File: src/rtl/flags_ctx_pkg.sv
// Shared definitions for the flags context unit: flag bit positions, branch
// condition codes, FSM encoding and small evaluation/parity helpers.
package flags_ctx_pkg;

    localparam int FLAG_C = 0;
    localparam int FLAG_Z = 1;
    localparam int FLAG_S = 2;
    localparam int FLAG_O = 3;

    localparam logic [3:0] CC_AL = 4'd0;
    localparam logic [3:0] CC_EQ = 4'd1;
    localparam logic [3:0] CC_NE = 4'd2;
    localparam logic [3:0] CC_AE = 4'd3;
    localparam logic [3:0] CC_B  = 4'd4;
    localparam logic [3:0] CC_MI = 4'd5;
    localparam logic [3:0] CC_PL = 4'd6;
    localparam logic [3:0] CC_VS = 4'd7;
    localparam logic [3:0] CC_VC = 4'd8;
    localparam logic [3:0] CC_GT = 4'd9;
    localparam logic [3:0] CC_GE = 4'd10;
    localparam logic [3:0] CC_LT = 4'd11;
    localparam logic [3:0] CC_LE = 4'd12;
    localparam logic [3:0] CC_A  = 4'd13;
    localparam logic [3:0] CC_BE = 4'd14;
    localparam logic [3:0] CC_NV = 4'd15;

    typedef enum logic [0:0] {
        ST_IDLE    = 1'b0,
        ST_RESTORE = 1'b1
    } state_e;

    function automatic logic cond_eval(input logic [3:0] cc, input logic [3:0] f);
        logic res;
        res = 1'b0;
        case (cc)
            CC_AL:   res = 1'b1;
            CC_EQ:   res = f[FLAG_Z];
            CC_NE:   res = !f[FLAG_Z];
            CC_AE:   res = f[FLAG_C];
            CC_B:    res = !f[FLAG_C];
            CC_MI:   res = f[FLAG_S];
            CC_PL:   res = !f[FLAG_S];
            CC_VS:   res = f[FLAG_O];
            CC_VC:   res = !f[FLAG_O];
            CC_GT:   res = !f[FLAG_Z] && (f[FLAG_S] == f[FLAG_O]);
            CC_GE:   res = (f[FLAG_S] == f[FLAG_O]);
            CC_LT:   res = (f[FLAG_S] != f[FLAG_O]);
            CC_LE:   res = f[FLAG_Z] || (f[FLAG_S] != f[FLAG_O]);
            CC_A:    res = f[FLAG_C] && !f[FLAG_Z];
            CC_BE:   res = !f[FLAG_C] || f[FLAG_Z];
            CC_NV:   res = 1'b0;
            default: res = 1'b0;
        endcase
        return res;
    endfunction

    function automatic logic even_par(input logic [3:0] d);
        return ^d;
    endfunction

endpackage

File: src/rtl/flags_ctx_unit_lifo.sv
// Register stack holding saved flag contexts; the top entry is always visible
// on dout so a pop can consume it in the same cycle the pointer moves.
module flags_lifo
    import flags_ctx_pkg::*;
#(
    parameter int DEPTH = 4,
    parameter int W     = 4
) (
    input  logic                     clk,
    input  logic                     rst_n,
    input  logic                     push,
    input  logic                     pop,
    input  logic [W-1:0]             din,
    output logic [W-1:0]             dout,
    output logic                     full,
    output logic                     empty,
    output logic [$clog2(DEPTH):0]   count
);

    localparam int AW = $clog2(DEPTH);
    localparam int CW = AW + 1;

    logic [DEPTH-1:0][W-1:0] mem_q, mem_d;
    logic [CW-1:0]           count_q, count_d;
    logic [AW-1:0]           wr_idx_s, top_idx_s;

    assign wr_idx_s  = count_q[AW-1:0];
    assign top_idx_s = AW'(count_q - CW'(1));
    assign full      = (count_q == CW'(DEPTH));
    assign empty     = (count_q == {CW{1'b0}});
    assign count     = count_q;

    // Top-of-stack read; an empty stack presents zero.
    always_comb begin
        dout = {W{1'b0}};
        if (empty) begin
            dout = {W{1'b0}};
        end else begin
            dout = mem_q[top_idx_s];
        end
    end

    // Push/pop bookkeeping; a full push or empty pop leaves everything untouched.
    always_comb begin
        mem_d   = mem_q;
        count_d = count_q;
        if (push && !full) begin
            mem_d[wr_idx_s] = din;
            count_d         = count_q + CW'(1);
        end else if (pop && !empty) begin
            count_d = count_q - CW'(1);
        end else begin
            count_d = count_q;
        end
    end

    // Stack storage and occupancy registers.
    always_ff @(posedge clk or negedge rst_n) begin
        if (!rst_n) begin
            mem_q   <= '0;
            count_q <= {CW{1'b0}};
        end else begin
            mem_q   <= mem_d;
            count_q <= count_d;
        end
    end

endmodule

File: src/rtl/flags_ctx_unit.sv
// Branch condition evaluation plus trap flag save/restore for the ALU.
// Optional per-entry parity protection is enabled with FLAGS_CTX_PARITY_EN.
module flags_ctx_unit
    import flags_ctx_pkg::*;
#(
    parameter int DEPTH = 4
) (
    input  logic                     clk,
    input  logic                     rst_n,
    input  logic [3:0]               flags,
    input  logic                     bubble,
    input  logic                     br_valid,
    input  logic [3:0]               br_cond,
    input  logic                     trap_enter,
    input  logic                     trap_return,
    output logic                     br_taken,
    output logic                     br_taken_vld,
    output logic [31:0]              flags_restore,
    output logic                     flags_we,
    output logic [$clog2(DEPTH):0]   depth,
    output logic                     ovf_err,
    output logic                     unf_err
`ifdef FLAGS_CTX_PARITY_EN
    ,
    output logic                     par_err
`endif
);

`ifdef FLAGS_CTX_PARITY_EN
    localparam int LW = 5;
`else
    localparam int LW = 4;
`endif

    state_e        state_q, state_d;
    logic          br_taken_q, br_taken_d;
    logic          br_vld_q, br_vld_d;
    logic [3:0]    restore_q, restore_d;
    logic          we_q, we_d;
    logic          ovf_q, ovf_d;
    logic          unf_q, unf_d;
    logic          push_s, pop_s;
    logic          lifo_full_s, lifo_empty_s;
    logic [LW-1:0] lifo_din_s, lifo_dout_s;
`ifdef FLAGS_CTX_PARITY_EN
    logic          par_q, par_d;
    assign lifo_din_s = {even_par(flags), flags};
    assign par_err    = par_q;
`else
    assign lifo_din_s = flags;
`endif

    flags_lifo #(
        .DEPTH (DEPTH),
        .W     (LW)
    ) u_lifo (
        .clk   (clk),
        .rst_n (rst_n),
        .push  (push_s),
        .pop   (pop_s),
        .din   (lifo_din_s),
        .dout  (lifo_dout_s),
        .full  (lifo_full_s),
        .empty (lifo_empty_s),
        .count (depth)
    );

    // Branch evaluation, trap FSM and sticky error next-state logic.
    always_comb begin
        state_d    = state_q;
        br_taken_d = br_taken_q;
        br_vld_d   = 1'b0;
        restore_d  = restore_q;
        we_d       = we_q;
        ovf_d      = ovf_q;
        unf_d      = unf_q;
        push_s     = 1'b0;
        pop_s      = 1'b0;
`ifdef FLAGS_CTX_PARITY_EN
        par_d      = par_q;
`endif
        if (br_valid) begin
            br_vld_d   = 1'b1;
            br_taken_d = cond_eval(br_cond, flags);
        end else begin
            br_vld_d   = 1'b0;
        end

        case (state_q)
            ST_IDLE: begin
                // Enter takes priority; a coincident return is silently dropped.
                if (trap_enter) begin
                    if (lifo_full_s) begin
                        ovf_d = 1'b1;
                    end else begin
                        push_s = 1'b1;
                    end
                end else if (trap_return) begin
                    if (lifo_empty_s) begin
                        unf_d = 1'b1;
                    end else begin
                        pop_s   = 1'b1;
                        we_d    = 1'b1;
                        state_d = ST_RESTORE;
`ifdef FLAGS_CTX_PARITY_EN
                        if (lifo_dout_s[4] != even_par(lifo_dout_s[3:0])) begin
                            restore_d = 4'b0000;
                            par_d     = 1'b1;
                        end else begin
                            restore_d = lifo_dout_s[3:0];
                        end
`else
                        restore_d = lifo_dout_s;
`endif
                    end
                end else begin
                    state_d = ST_IDLE;
                end
            end
            ST_RESTORE: begin
                if (trap_enter) begin
                    ovf_d = 1'b1;
                end else begin
                    ovf_d = ovf_q;
                end
                if (trap_return) begin
                    unf_d = 1'b1;
                end else begin
                    unf_d = unf_q;
                end
                // Hold the restore request until the ALU actually captures flags.
                if (!bubble) begin
                    we_d    = 1'b0;
                    state_d = ST_IDLE;
                end else begin
                    we_d    = 1'b1;
                end
            end
            default: begin
                state_d = ST_IDLE;
                we_d    = 1'b0;
            end
        endcase
    end

    // Control and output registers.
    always_ff @(posedge clk or negedge rst_n) begin
        if (!rst_n) begin
            state_q    <= ST_IDLE;
            br_taken_q <= 1'b0;
            br_vld_q   <= 1'b0;
            restore_q  <= 4'b0000;
            we_q       <= 1'b0;
            ovf_q      <= 1'b0;
            unf_q      <= 1'b0;
`ifdef FLAGS_CTX_PARITY_EN
            par_q      <= 1'b0;
`endif
        end else begin
            state_q    <= state_d;
            br_taken_q <= br_taken_d;
            br_vld_q   <= br_vld_d;
            restore_q  <= restore_d;
            we_q       <= we_d;
            ovf_q      <= ovf_d;
            unf_q      <= unf_d;
`ifdef FLAGS_CTX_PARITY_EN
            par_q      <= par_d;
`endif
        end
    end

    assign br_taken      = br_taken_q;
    assign br_taken_vld  = br_vld_q;
    assign flags_restore = {28'b0, restore_q};
    assign flags_we      = we_q;
    assign ovf_err       = ovf_q;
    assign unf_err       = unf_q;

endmodule
File: config.mk
export PLATFORM = sky130hd
export DESIGN_NAME = flags_ctx_unit
export DESIGN_NICKNAME = d
export VERILOG_FILES = /design/src/rtl/flags_ctx_pkg.sv /design/src/rtl/flags_ctx_unit_lifo.sv /design/src/rtl/flags_ctx_unit.sv
export SDC_FILE = /design/constraint.sdc
export NUM_CORES = 1
export LEC_CHECK = 0
export ABC_AREA = 1
export ABC_CLOCK_PERIOD_IN_PS = 2200
export BUFFER_PORTS_ARGS = -buffer_cell sky130_fd_sc_hd__buf_2
export CORE_AREA = 2 2 74 55
export CTS_BUF_LIST = sky130_fd_sc_hd__clkbuf_4
export DETAILED_ROUTE_END_ITERATION = 10
export DIE_AREA = 0 0 76 57
export PLACE_DENSITY = 0.87
export SLEW_MARGIN = 40
export SYNTH_ARGS = -nofsm -noshare
export SYNTH_HDL_FRONTEND = slang
export SYNTH_SLANG_ARGS = --single-unit
File: constraint.sdc
create_clock -name clk -period 2.2 [get_ports clk]
set_input_delay 0.33 -clock clk [delete_from_list [all_inputs] [get_ports clk]]
set_output_delay 0.33 -clock clk [all_outputs]
set_load 0.02 [all_outputs]
* Word-level counts from Yosys, hierarchy flattened
Cells that the tools add are included.
** Operators by class
- Reductions and logical operators :: 20
- $lt $le $gt $ge :: 3
- Bitwise gates (word level) :: 3
- Muxes and demuxes :: 31
- Add/subtract/negate cells :: 2
- Eq/ne operators :: 26
** Operators with widths (count)
- $eq 4x4->1 const B :: 8
- $mux 1 :: 19
- $bwmux 16 :: 1
- $eq 4x3->1 const B :: 4
- $pmux 1 s16 :: 1
- $ne 2x2->1 const B :: 6
- $bmux 4 s2 :: 1
- $demux 4 s2 :: 1
- $eq 4x2->1 const B :: 2
- $mux 4 :: 2
- $pmux 1 s2 :: 4
- $reduce_and 4->1 :: 2
- $logic_not 1->1 :: 6
- $lt 2x3->1 const B :: 2
- $mux 3 :: 2
- $reduce_and 3->1 :: 2
- $logic_and 1x1->1 :: 5
- $eq 4x1->1 const B :: 1
- $logic_not 4->1 :: 1
- $ne 2x1->1 const B :: 2
- $add 3x1->3 const B :: 1
- $eq 3x3->1 const B :: 1
- $logic_not 3->1 :: 1
- $not 1->1 :: 3
- other kinds (6) :: 7
** Storage, ports and cells
- Flip-flop bits (word level) :: 29
- Output and inout port bits :: 40
- Bits of input ports :: 14
- Logic and storage cells :: 97

* Logic depth before layout (Yosys ltp)
Gate-level depths: netlist (run 1).
- Depth in word-level cells :: 8
- Gate-level depth with buffers :: 11
- Gate-level depth less buffers :: 9

* Cells and area by module
Synthesis (run 1) repeated with hierarchy kept, for this count alone.
** Second synthesis, totals
- Cell total of the unflattened synthesis :: 258
- Area total of the unflattened synthesis :: 1886.8 um^2
** By module, submodules not included
- flags_lifo :: cells each 137, sequential area each 475.5 um^2, instances 1, area each 1058.5 um^2
- flags_ctx_unit :: cells each 121, sequential area each 250.2 um^2, instances 1, area each 828.3 um^2

* Worst setup path before layout (run 1)
OpenSTA, ideal clock, no wires.
- Path kind :: register to register
- Start point :: register u_lifo.count_q[0], in the netlist u_lifo.count[0]
- End point :: register u_lifo.mem_q[4] in the netlist's numbering
- Data required time :: 2081 ps
- Data arrival time :: 1797 ps
- Setup time :: 119 ps
- Path slack :: 284 ps
- Path buffers :: 2
- Stages on the path, launching flop included :: 12
- Cells stage by stage :: dfrtp_1 > buf_2 > buf_2 > inv_1 > ha_1 > nand2_1 > nand2_1 > nor2_2 > inv_2 > nor2_4 > nand2_1 > o21a_1
** Between the ends
- Cells in the longest elaborated chain, start to end :: 5
- Elaborated cells between the ends (all ways) :: 12
** RTL lines
- start: declaration :: line flags_ctx_unit_lifo.sv:24 : logic [CW-1:0] count_q, count_d;
- start signal: assignment :: line flags_ctx_unit_lifo.sv:61 : count_q <= {CW{1'b0}};
- start signal: assignment :: line flags_ctx_unit_lifo.sv:64 : count_q <= count_d;
- $lt 2x3->1 (not written as such), or another cell as far along :: line flags_ctx_unit_lifo.sv:48 : mem_d[wr_idx_s] = din;
- $logic_and 1x1->1 (not written as such) / $mux 1 (equally long branches) :: line flags_ctx_unit_lifo.sv:48, flags_ctx_unit.sv:93
- $mux 4 (not written as such) / $mux 1 (equally long branches) :: line flags_ctx_unit_lifo.sv:48, flags_ctx_unit.sv:92
- $demux 4 s2 / $mux 1 (equally long branches)
- $bwmux 16 / $logic_and 1x1->1 (equally long branches) :: line flags_ctx_unit_lifo.sv:48, flags_ctx_unit_lifo.sv:47
- end signal: assignment :: line flags_ctx_unit_lifo.sv:63 : mem_q <= mem_d;
- end: declaration :: line flags_ctx_unit_lifo.sv:23 : logic [DEPTH-1:0][W-1:0] mem_q, mem_d;
Parallel ways exist; a longest one is shown, timed or not.
A chain may end at the register's enable or synchronous reset.

* Final worst setup path (run 1)
- Start point :: register u_lifo.count_q[1], in the netlist u_lifo.count[1]
- End point :: register u_lifo.count_q[2], in the netlist u_lifo.count[2]
** Between the ends
- Cells in the longest elaborated chain, start to end :: 7
- Elaborated cells between the ends (all ways) :: 18
** RTL lines
- $logic_not 3->1 :: line flags_ctx_unit_lifo.sv:30 : assign empty = (count_q == {CW{1'b0}});
- $mux 1 :: line flags_ctx_unit.sv:99 : if (lifo_empty_s) begin
- $mux 1 :: line flags_ctx_unit.sv:98 : end else if (trap_return) begin
- $mux 1 :: line flags_ctx_unit.sv:92 : if (trap_enter) begin
- $mux 1 :: line flags_ctx_unit.sv:89 : case (state_q)
- $logic_and 1x1->1 :: line flags_ctx_unit_lifo.sv:50 : end else if (pop && !empty) begin
- $reduce_bool 2->1 (no line)
Parallel ways exist; a longest one is shown, timed or not. The select of a mux whose other input is x is not followed.

==> results.cfg, run 1 <==
[synthesis]
synth-seq-area-share = 0.415
syn_area_per_cell_um2 = 8.02
muxShareOfSynthArea = 0
netlist_area_um2 = 1750
synth_top_family_by_area = simple AND/OR/NAND/NOR gates
synth.area.top_cells = dfrtp_1 (41%), buf_4 (12%), nand2_1 (10%), inv_1 (5.2%), o21ai_0 (4.3%)
synth_xor_area_frac = 0.0100
synth_edf_count = 0
synth_top_area_frac = 0.415
ys_warn_count = 0
synth.distinct_cells = 29
synth_ff_type = dfrtp_1
yosysTopAreaCell = dfrtp_1
synthCells = 218
yosys.area_share.adder = 0.0358
ys_async_sr_fraction = 1.00
synth_compound_area_frac = 0.130
yosys.area_share.simple = 0.217
ys_ff_latch = 29

[grt]
grt_max_degree = 30
met1_usage = 0.214
antenna_found_initial = 0
gr-total-overflow = 0
met3_usage = 0.0522
grt_pass1_wl_mm = 5.26
grt_use_total = 0.156
grt.busiest_layer = met2
grt_pass1_vias = 1161
gr-usage-met2 = 0.223

[power_and_ir_drop]
powerDensity_nw_per_um2 = 1180
power.total_mw = 2.20
ir_worst_vdd_v = 0.000439
p_leak_nw = 0.960

[finish]
nNetsFinal = 265
regMostFlops = u_lifo.mem_q
fill_cells = 353
largest_reg_flops = 16
multiInputGateArea_um2 = 792
area_delta_synth_final_pct = 6.80
drive_above_1_share = 0.175
stdcell_count = 298
fin_util = 0.507
antenna-diode-count = 0
register_area_um2 = 726

[setup_path]
cpMostUsedCell = inv_1
crit_fanout = 9
reg2regPathDepth = 9
crit_arrival_ns = 1.80
critical_path_class = reg2reg
setup.worst_path.end_class = flop
regToRegSetupSlack_ns = 0.60
required_ns = 2.40
critical_path.cell_chain = inv_1 -> ha_1 -> inv_1 -> or2_4 -> nand3_2 -> inv_4 -> nand2_2 -> nand2_1 -> xor2_1
worstReg2RegEnd = u_lifo.count[2]
cp-start-kind = flop
slowest_stage = dfrtp_1
reg2reg_from = u_lifo.count[1]
max_stage_delay_ns = 0.41

[placement]
dpl.cell_count = 291
io_buffers = 25
routabilityCongestion = 0.823
hpwl_mm = 2.41

[timing]
final-hold-violation-count = 0
final_max_slew_viol_count = 0
clock_skew_ns = 0.00617
finalCritPeriodShare = 0.729
fin_setup_tns_ns = 0
slew_headroom = 0.596
rsz0062_at_grt = false
finalSetupViolCount = 0
max_freq_ghz = 0.624
fin_crit_ns = 1.60
tightest_slew_ns = 0.606

[floorplanning]
fp.dieH_um = 57
core_um2 = 3680
initial_core_util = 0.475
dieWidth_um = 76
rows = 19
io_pins = 54
dieArea_um2 = 4330

[clock_tree]
clk_pin_slew_ns = 0.08
cts.repair.resized = 0
cts_buffers = 5
clock_sinks = 29
hold_buffers = 0
clockBufferDepth = 2
post-cts-setup-buffers = 0
cts.htree.levels = 2
tritoncts = done
clk_latency_ns = 0.32
root_buffer = clkbuf_4

[run]
drv_cap = 0

[routing]
drt_pass1_iterations = 4
wl_mm = 3.05
antenna_left = 0
dr_total_vias = 1373
wl_per_cell_um = 10.2
drtIter0Drc = 67
drc_errors = 0
viasPerCell = 4.61

[worst_hold_path]
hold_path_class = in2async

[run_status]
status = completed
==> worst max path at each step <==
stage | from | end | slack (ns) | cells after the start
4_1_cts | u_lifo.count[1] | u_lifo.count[2] | 0.58 | 9
2_1_floorplan | u_lifo.count[0] | u_lifo.mem_q[4] | 0.28 | 11
5_1_grt | u_lifo.count[1] | u_lifo.count[2] | 0.46 | 8
3_5_place_dp | u_lifo.count[1] | u_lifo.count[2] | 0.62 | 9
3_3_place_gp | u_lifo.count[1] | u_lifo.count[2] | 0.69 | 9
6_report | u_lifo.count[1] | u_lifo.count[2] | 0.60 | 9
==> critical path: cells and delay by family, from the launching register on <==
| family | cells | cell delay [ns] |
|---|---|---|
| adders and majority gates | 1 | 0.18 |
| buffers and inverters | 3 | 0.26 |
| and+or+nand+nor | 4 | 0.47 |
| xor gates and xnor gates | 1 | 0.15 |
| DFF | 1 | 0.41 |
==> logic make-up (layout without fill, tap and decap cells) <==
family                   after synthesis  in the layout
adder cells (fa/ha/maj)                5              5
flip-flops                            29             29
buffers and inverters                 59             60
AND/OR/NAND/NOR                       84             84
other                                  1             28
AO/OA/AOI/OAI                         38             38
XOR/XNOR                               2              2
==> final cells by class <==
type                            instances  share of cell area
Sequential cell                        29               0.388
Tap cell                               52              0.0348
Timing Repair Buffer                   26              0.0710
Inverter                               27              0.0556
Multi-Input combinational cell        157               0.424
Clock buffer                            6              0.0241
Clock inverter                          1             0.00201
==> power by group <==
group          switching [mW]  internal (mW)
clock                   0.162          0.128
combinational           0.671          0.363
sequential              0.115          0.759
==> synthesized netlist by cell type (2+ instances only) <==
cell,n
a21oi_1,6
inv_2,2
a31oi_1,4
nand2_1,47
ha_1,5
buf_4,28
nor2_4,4
dfrtp_1,29
o21a_1,4
o211ai_1,4
inv_1,24
nand3_1,12
buf_2,3
o21ai_0,15
nor2_1,16
xor2_1,2
==> per-stage QoR <==
step	instance area (um2)	hold slack [ns]	worst slack, ns
2_1_floorplan	1850	0.0344	0.284
3_3_place_gp	1820	0.376	0.686
3_5_place_dp	1820	0.377	0.622
4_1_cts	1870	0.0297	0.575
5_1_grt	1870	0.0404	0.455
6_report	1870	0.0143	0.597
==> layer usage <==
layer  up-vias  share of wire  wire length [um]
li1        699              -                 -
met1       618           0.48              1450
met2        49           0.42              1300
met3         7          0.078               237
met4         0          0.022                68
met5         -              0                 0
==> cells in the final DEF (no fill, tap or decap) <==
master,n
inv_1,24
o221ai_1,1
dfrtp_1,29
a21oi_1,6
nand2_1,47
xor2_1,2
o31ai_1,1
nand4_1,1
clkbuf_4,6
o21a_1,4
buf_4,1
nor2_4,4
o21ai_1,1
a31o_1,1
inv_4,1
a31oi_1,4
nand3_1,12
o211ai_1,4
o21ai_0,15
buf_2,25
ha_1,5
nor2_2,1
nand3_2,1
conb_1,28
nand2_2,1
or2_4,1
inv_2,2
nor2_1,16
a21o_1,1
clkinv_1,1
Note: power is estimated with default switching activity, not from simulation.
==> run 2: changes to the inputs <==
--- a/config.mk
+++ b/config.mk
@@ -6,7 +6,7 @@
 export NUM_CORES = 1
 export LEC_CHECK = 0
 export ABC_AREA = 1
-export ABC_CLOCK_PERIOD_IN_PS = 2200
+export ABC_CLOCK_PERIOD_IN_PS = 1500
 export BUFFER_PORTS_ARGS = -buffer_cell sky130_fd_sc_hd__buf_2
 export CORE_AREA = 2 2 74 55
 export CTS_BUF_LIST = sky130_fd_sc_hd__clkbuf_4
==> constraint.sdc (replaced) <==
create_clock -name clk -period 1.5 [get_ports clk]
set_input_delay 0.225 -clock clk [delete_from_list [all_inputs] [get_ports clk]]
set_output_delay 0.225 -clock clk [all_outputs]
set_load 0.02 [all_outputs]
==> run 2 against run 1 <==
Against the previous run:
- critical endpoint is now u_lifo.mem_q[5]
- cell count is 3.0% higher
- global-route usage is 1.2 points higher
- clock power is 73% higher
- clock-buffer cell count is 2 higher
- sequential power is 49% higher
- flip-flop and latch count stayed put
- first-iteration DRC count is 57% higher
- worst setup slack worse by 0.55 ns
- critical path depth stayed put
- non-clock buffer count is 8 higher
- register-to-register slack worse by 0.55 ns
- largest power group unchanged
- sequential share of layout area is 2.4 points lower
==> results.cfg, run 2 (synthesized netlist as in run 1, its figures left out) <==
[run_status]
status = completed

[floorplanning]
initial_core_util = 0.475
core_um2 = 3680
dieArea_um2 = 4330
dieWidth_um = 76
fp.dieH_um = 57
io_pins = 54
rows = 19

[timing]
finalSetupViolCount = 0
tightest_slew_ns = 0.638
slew_headroom = 0.575
final-hold-violation-count = 0
setup_ws_ns = 0.0490
final_max_slew_viol_count = 0
finalCritPeriodShare = 0.967
fin_hold_ws_ns = 0.0393
clock_skew_ns = 0.00765
fin_crit_ns = 1.45
max_freq_ghz = 0.689
rsz0062_at_grt = true

[clock_tree]
clk_pin_slew_ns = 0.08
clockBufferDepth = 2
cts_buffers = 5
root_buffer = clkbuf_4
cts.htree.levels = 2
tritoncts = done
clock_sinks = 29
clk_latency_ns = 0.33

[grt]
grt.busiest_layer = met2
grt_max_degree = 30
antenna_found_initial = 0
met1_usage = 0.227
gr-total-overflow = 0
grt_pass1_vias = 1237
grt_use_total = 0.168
grt_pass1_wl_mm = 5.62
met3_usage = 0.0601
gr-usage-met2 = 0.253

[placement]
place_ws_ns = 0.0380
hpwl_mm = 2.60
io_buffers = 25
routabilityCongestion = 0.833

[setup_path]
crit_family = simple AND/OR/NAND/NOR gates
setup.worst_path.end_class = flop
cp-start-kind = flop
critical_path_class = reg2reg
critPathBufInv = 2
critical_path.cell_chain = inv_4 -> ha_4 -> nand2_2 -> nand2_2 -> nor2_4 -> inv_4 -> nor2_4 -> nand2_1 -> o21a_1
slowest_stage = dfrtp_2
max_stage_delay_ns = 0.39
crit_arrival_ns = 1.67
crit_fanout = 8
required_ns = 1.72

[finish]
largest_reg_flops = 16
drive_above_1_share = 0.243
nNetsFinal = 273
final_cell_mix = nand2_1 (43), conb_1 (28), dfrtp_1 (28)
antenna-diode-count = 0
final_common_cell = nand2_1
area_delta_synth_final_pct = 14.2
regMostFlops = u_lifo.mem_q

[routing]
drc_errors = 0
drt_pass1_iterations = 4
viasPerCell = 4.77
wl_per_cell_um = 12.0
drtIter0Drc = 105
dr_total_vias = 1465
antenna_left = 0
wl_mm = 3.69

[power_and_ir_drop]
clkPwrFrac = 0.136
switching_share = 0.433
pwr-share-comb = 0.510
powerDensity_nw_per_um2 = 1840
power.total_mw = 3.68
ir_worst_vdd_v = 0.000942
p_leak_nw = 1.02
switchingPower_mw = 1.59
p_int_mw = 2.09
power_frac_seq = 0.354

[run]
drv_cap = 0

[worst_hold_path]
hold_path_class = in2reg
-- run 2: cell count changes in the layout (fill, tap and decap cells not counted), sizes merged --
cell	before	now
buf	26	33
clkbuf	6	8
clkinv	1	0
dlygate4sd3	0	1
-- run 2: worst paths after layout --
check	from	endpoint	slack [ns]	depth (start not counted)
worst min-delay path	br_valid	br_taken_vld	0.04	1
min in group asynchronous	rst_n	u_lifo.count[1]	0.44	2
max in group asynchronous	rst_n	u_lifo.count[0]	0.61	2
worst max register to register	u_lifo.count[0]	u_lifo.mem_q[5]	0.05	9
worst min register to register	ovf_err	ovf_err	0.46	1
worst max-delay path	u_lifo.count[0]	u_lifo.mem_q[5]	0.05	9
-- run 2: power groups by stage --
stage	sequential (mW)	clock (mW)	combinational, mW
2_1_floorplan	1.41	0	1.18
3_3_place_gp	1.29	0	1.65
3_5_place_dp	1.31	0	1.69
4_1_cts	1.29	0.513	1.69
5_1_grt	1.34	0.548	2.06
6_report	1.30	0.501	1.88
-- run 2: area by class of cell --
cell class,instances,area [um2]
Inverter,27,111
Multi-Input combinational cell,157,838
Timing Repair Buffer,34,195
Fill cell,341,1690
Clock buffer,8,60.1
Sequential cell,29,727
Tap cell,52,65.1
-- run 2: repair_timing --
action / 4_1_cts / 5_1_grt
setup endpoints to repair: 0 / 15
gates resized for setup: 0 / 10
buffers inserted: 0 / 5
hold buffers: 1 / 0
endpoints found under the hold margin: 29 / 0
-- run 2: through the flow --
stage,utilization,instances,TNS [ns],instance area (um2)
after floorplan,-,245,-2.32,1890
after detailed placement,0.505,293,0,1860
after global routing,0.542,307,-0.230,2000
after CTS,0.524,302,0,1930
after global placement,0.505,293,0,1860
final,0.542,307,0,2000
-- run 2: routing by layer --
layer	share of wire	up-vias
met1	0.45	671
li1	-	717
met4	0.022	0
met3	0.085	11
met5	0	-
met2	0.44	66
==> run 3: changes to the inputs <==
--- a/config.mk
+++ b/config.mk
@@ -5,7 +5,6 @@
 export SDC_FILE = /design/constraint.sdc
 export NUM_CORES = 1
 export LEC_CHECK = 0
-export ABC_AREA = 1
 export ABC_CLOCK_PERIOD_IN_PS = 1500
 export BUFFER_PORTS_ARGS = -buffer_cell sky130_fd_sc_hd__buf_2
 export CORE_AREA = 2 2 74 55
==> run 3 against run 2 <==
Against the previous run:
- the run now ends with negative setup slack left
- routed wire length decreased by 13%
- flip-flop and latch count unchanged
- fmax is 7.0% lower
- cell count fell by 20%
- global-route usage down 1.0 points
- register-to-register slack worse by 0.11 ns
- die area stayed put
- area after synthesis decreased by 0.36%
- critical path depth down 3
==> results.cfg, run 3 <==
[run_status]
status = finished with violations
violations = negative setup slack

[setup_path]
setup.worst_path.end_class = flop
max_stage_delay_ns = 0.39
critPathBufInv = 2
required_ns = 1.73
slowest_stage = dfrtp_2
cp-start-kind = flop
crit_fanout = 5
crit_arrival_ns = 1.79
critical_path.cell_chain = inv_4 -> ha_4 -> nor2b_4 -> nor4b_4 -> buf_6 -> mux2_4
crit_family = simple AND/OR/NAND/NOR gates
critical_path_class = reg2reg

[synthesis]
synth_top_area_frac = 0.416
synth.distinct_cells = 39
synth_most_common_cell = dfrtp_1
synthCells = 152
netlist_area_um2 = 1740
yosysTopAreaCell = dfrtp_1
synthTopCellsByCount = dfrtp_1 (29), buf_4 (28), mux2_2 (20), nor2_1 (6)
synth_edf_count = 0
ys_async_sr_fraction = 1.00
synth.area.top_cells = dfrtp_1 (42%), mux2_2 (13%), buf_4 (12%), mux4_2 (5.2%), ha_1 (3.6%)
syn_area_per_cell_um2 = 11.5
synth_ff_type = dfrtp_1
ys_warn_count = 0
synth-seq-area-share = 0.416
ys_ff_latch = 29

[finish]
antenna-diode-count = 0
fill_cells = 308
final_area_um2 = 2060
final_cell_mix = conb_1 (28), dfrtp_1 (27), buf_2 (25)
multiInputGateArea_um2 = 927
nNetsFinal = 213
area_delta_synth_final_pct = 18.4
drive_above_1_share = 0.462
largest_reg_flops = 16
final_common_cell = conb_1
regMostFlops = u_lifo.mem_q
register_area_um2 = 728

[floorplanning]
io_pins = 54
fp.dieH_um = 57
rows = 19
dieArea_um2 = 4330
dieWidth_um = 76
core_um2 = 3680
initial_core_util = 0.473

[timing]
fin_hold_ws_ns = 0.0199
slew_headroom = 0.572
max_freq_ghz = 0.641
final-hold-violation-count = 0
clock_skew_ns = 0.0183
rsz0062_at_grt = true
finalSetupViolCount = 6
final_max_slew_viol_count = 0
fin_crit_ns = 1.56
tightest_slew_ns = 0.641
fin_setup_tns_ns = -0.286
finalCritPeriodShare = 1.04
setup_ws_ns = -0.0597

[clock_tree]
tritoncts = done
clockBufferDepth = 2
clock_sinks = 29
cts_buffers = 5
root_buffer = clkbuf_4
cts.htree.levels = 2
clk_latency_ns = 0.34
clk_pin_slew_ns = 0.09

[run]
drv_cap = 0

[routing]
viasPerCell = 4.78
antenna_left = 0
drt_pass1_iterations = 4
wl_per_cell_um = 12.9
dr_total_vias = 1181
wl_mm = 3.20
drc_errors = 0
drtIter0Drc = 64

[placement]
place_ws_ns = -0.110
hpwl_mm = 2.25
routabilityCongestion = 0.811
post_dp_cell_area_um2 = 1940
io_buffers = 25

[grt]
grt_pass1_wl_mm = 5.26
grt_pass1_vias = 1077
grt_max_degree = 30
antenna_found_initial = 0
gr-total-overflow = 0
grt_use_total = 0.158

[power_and_ir_drop]
powerDensity_nw_per_um2 = 1870
ir_worst_vdd_v = 0.000834
p_leak_nw = 0.972
power.total_mw = 3.86

[worst_hold_path]
hold_path_class = in2reg
## run 3: cell count changes after synthesis, sizes merged, moves of 4 or more
| cell | previous run | this run |
|---|---|---|
| o21a | 4 | 0 |
| mux2 | 0 | 20 |
| o21ai | 16 | 5 |
| o211ai | 4 | 0 |
| mux4 | 0 | 4 |
| nor2 | 21 | 6 |
| nand2 | 48 | 8 |
| nand3 | 13 | 0 |
| inv | 27 | 3 |
## run 3: final timing paths
path / from / to / slack (ns) / cells after the start
hold reg to reg: unf_err / unf_err / 0.46 / 1
max in group asynchronous: rst_n / u_lifo.count[1] / 0.61 / 2
hold / removal: br_valid / br_taken_vld / 0.02 / 1
min in group asynchronous: rst_n / ovf_err / 0.42 / 2
setup / recovery: u_lifo.count[0] / restore_q[1] / -0.06 / 6
setup reg to reg: u_lifo.count[0] / restore_q[1] / -0.06 / 6
## run 3: metal layers
layer	track usage	wire length, um
met4	0.0597	29
met2	0.244	1510
met5	0	0
met1	0.207	1490
met3	0.0570	169
## run 3: per-stage QoR
stage / std cells / util
after floorplan: 179 / -
after global placement: 236 / 0.526
after detailed placement: 236 / 0.526
after CTS: 246 / 0.553
after global routing: 247 / 0.560
final: 247 / 0.560
## run 3: final cells by class
class	instances	share of cell area
Multi-Input combinational cell	114	0.449
Sequential cell	29	0.353
Timing Repair Buffer	41	0.122
Tap cell	52	0.0315
Clock buffer	6	0.0218
Clock inverter	2	0.0164
Inverter	3	0.00667
## run 3: worst register-to-register path: cells and delay by family (launching register included)
| kind | cells | cell delay [ns] |
|---|---|---|
| adder cells (fa/ha/maj) | 1 | 0.15 |
| AND/OR/NAND/NOR | 2 | 0.42 |
| flip-flops | 1 | 0.39 |
| buffers and inverters | 2 | 0.21 |
| multiplexers | 1 | 0.29 |
## run 3: power breakdown
| group | internal [mW] | switching (mW) | total (mW) |
|---|---|---|---|
| Sequential | 1.13 | 0.194 | 1.32 |
| Combinational | 1.03 | 0.870 | 1.90 |
| Clock | 0.365 | 0.277 | 0.642 |
| Total | 2.52 | 1.34 | 3.86 |
## run 3: what timing repair did
action | CTS | global route
setup buffers | 1 | 1
pin swaps | 1 | 1
setup endpoints to repair | 22 | 23
gates cloned | 0 | 0
endpoints found under the hold margin | 29 | 0
resized for setup | 3 | 4
hold buffers | 1 | 0
## run 3: kinds of logic (layout without fill, tap and decap cells)
logic type	after synthesis	in the layout	share of synthesized area
xor gates and xnor gates	3	3	0.0151
other	1	28	0.00215
DFF	29	29	0.416
buffers and inverters	36	52	0.141
muxes	25	25	0.187
and+or+nand+nor	34	34	0.129
AOI/OAI and AO/OA	19	19	0.0739
adders and majority gates	5	5	0.0359
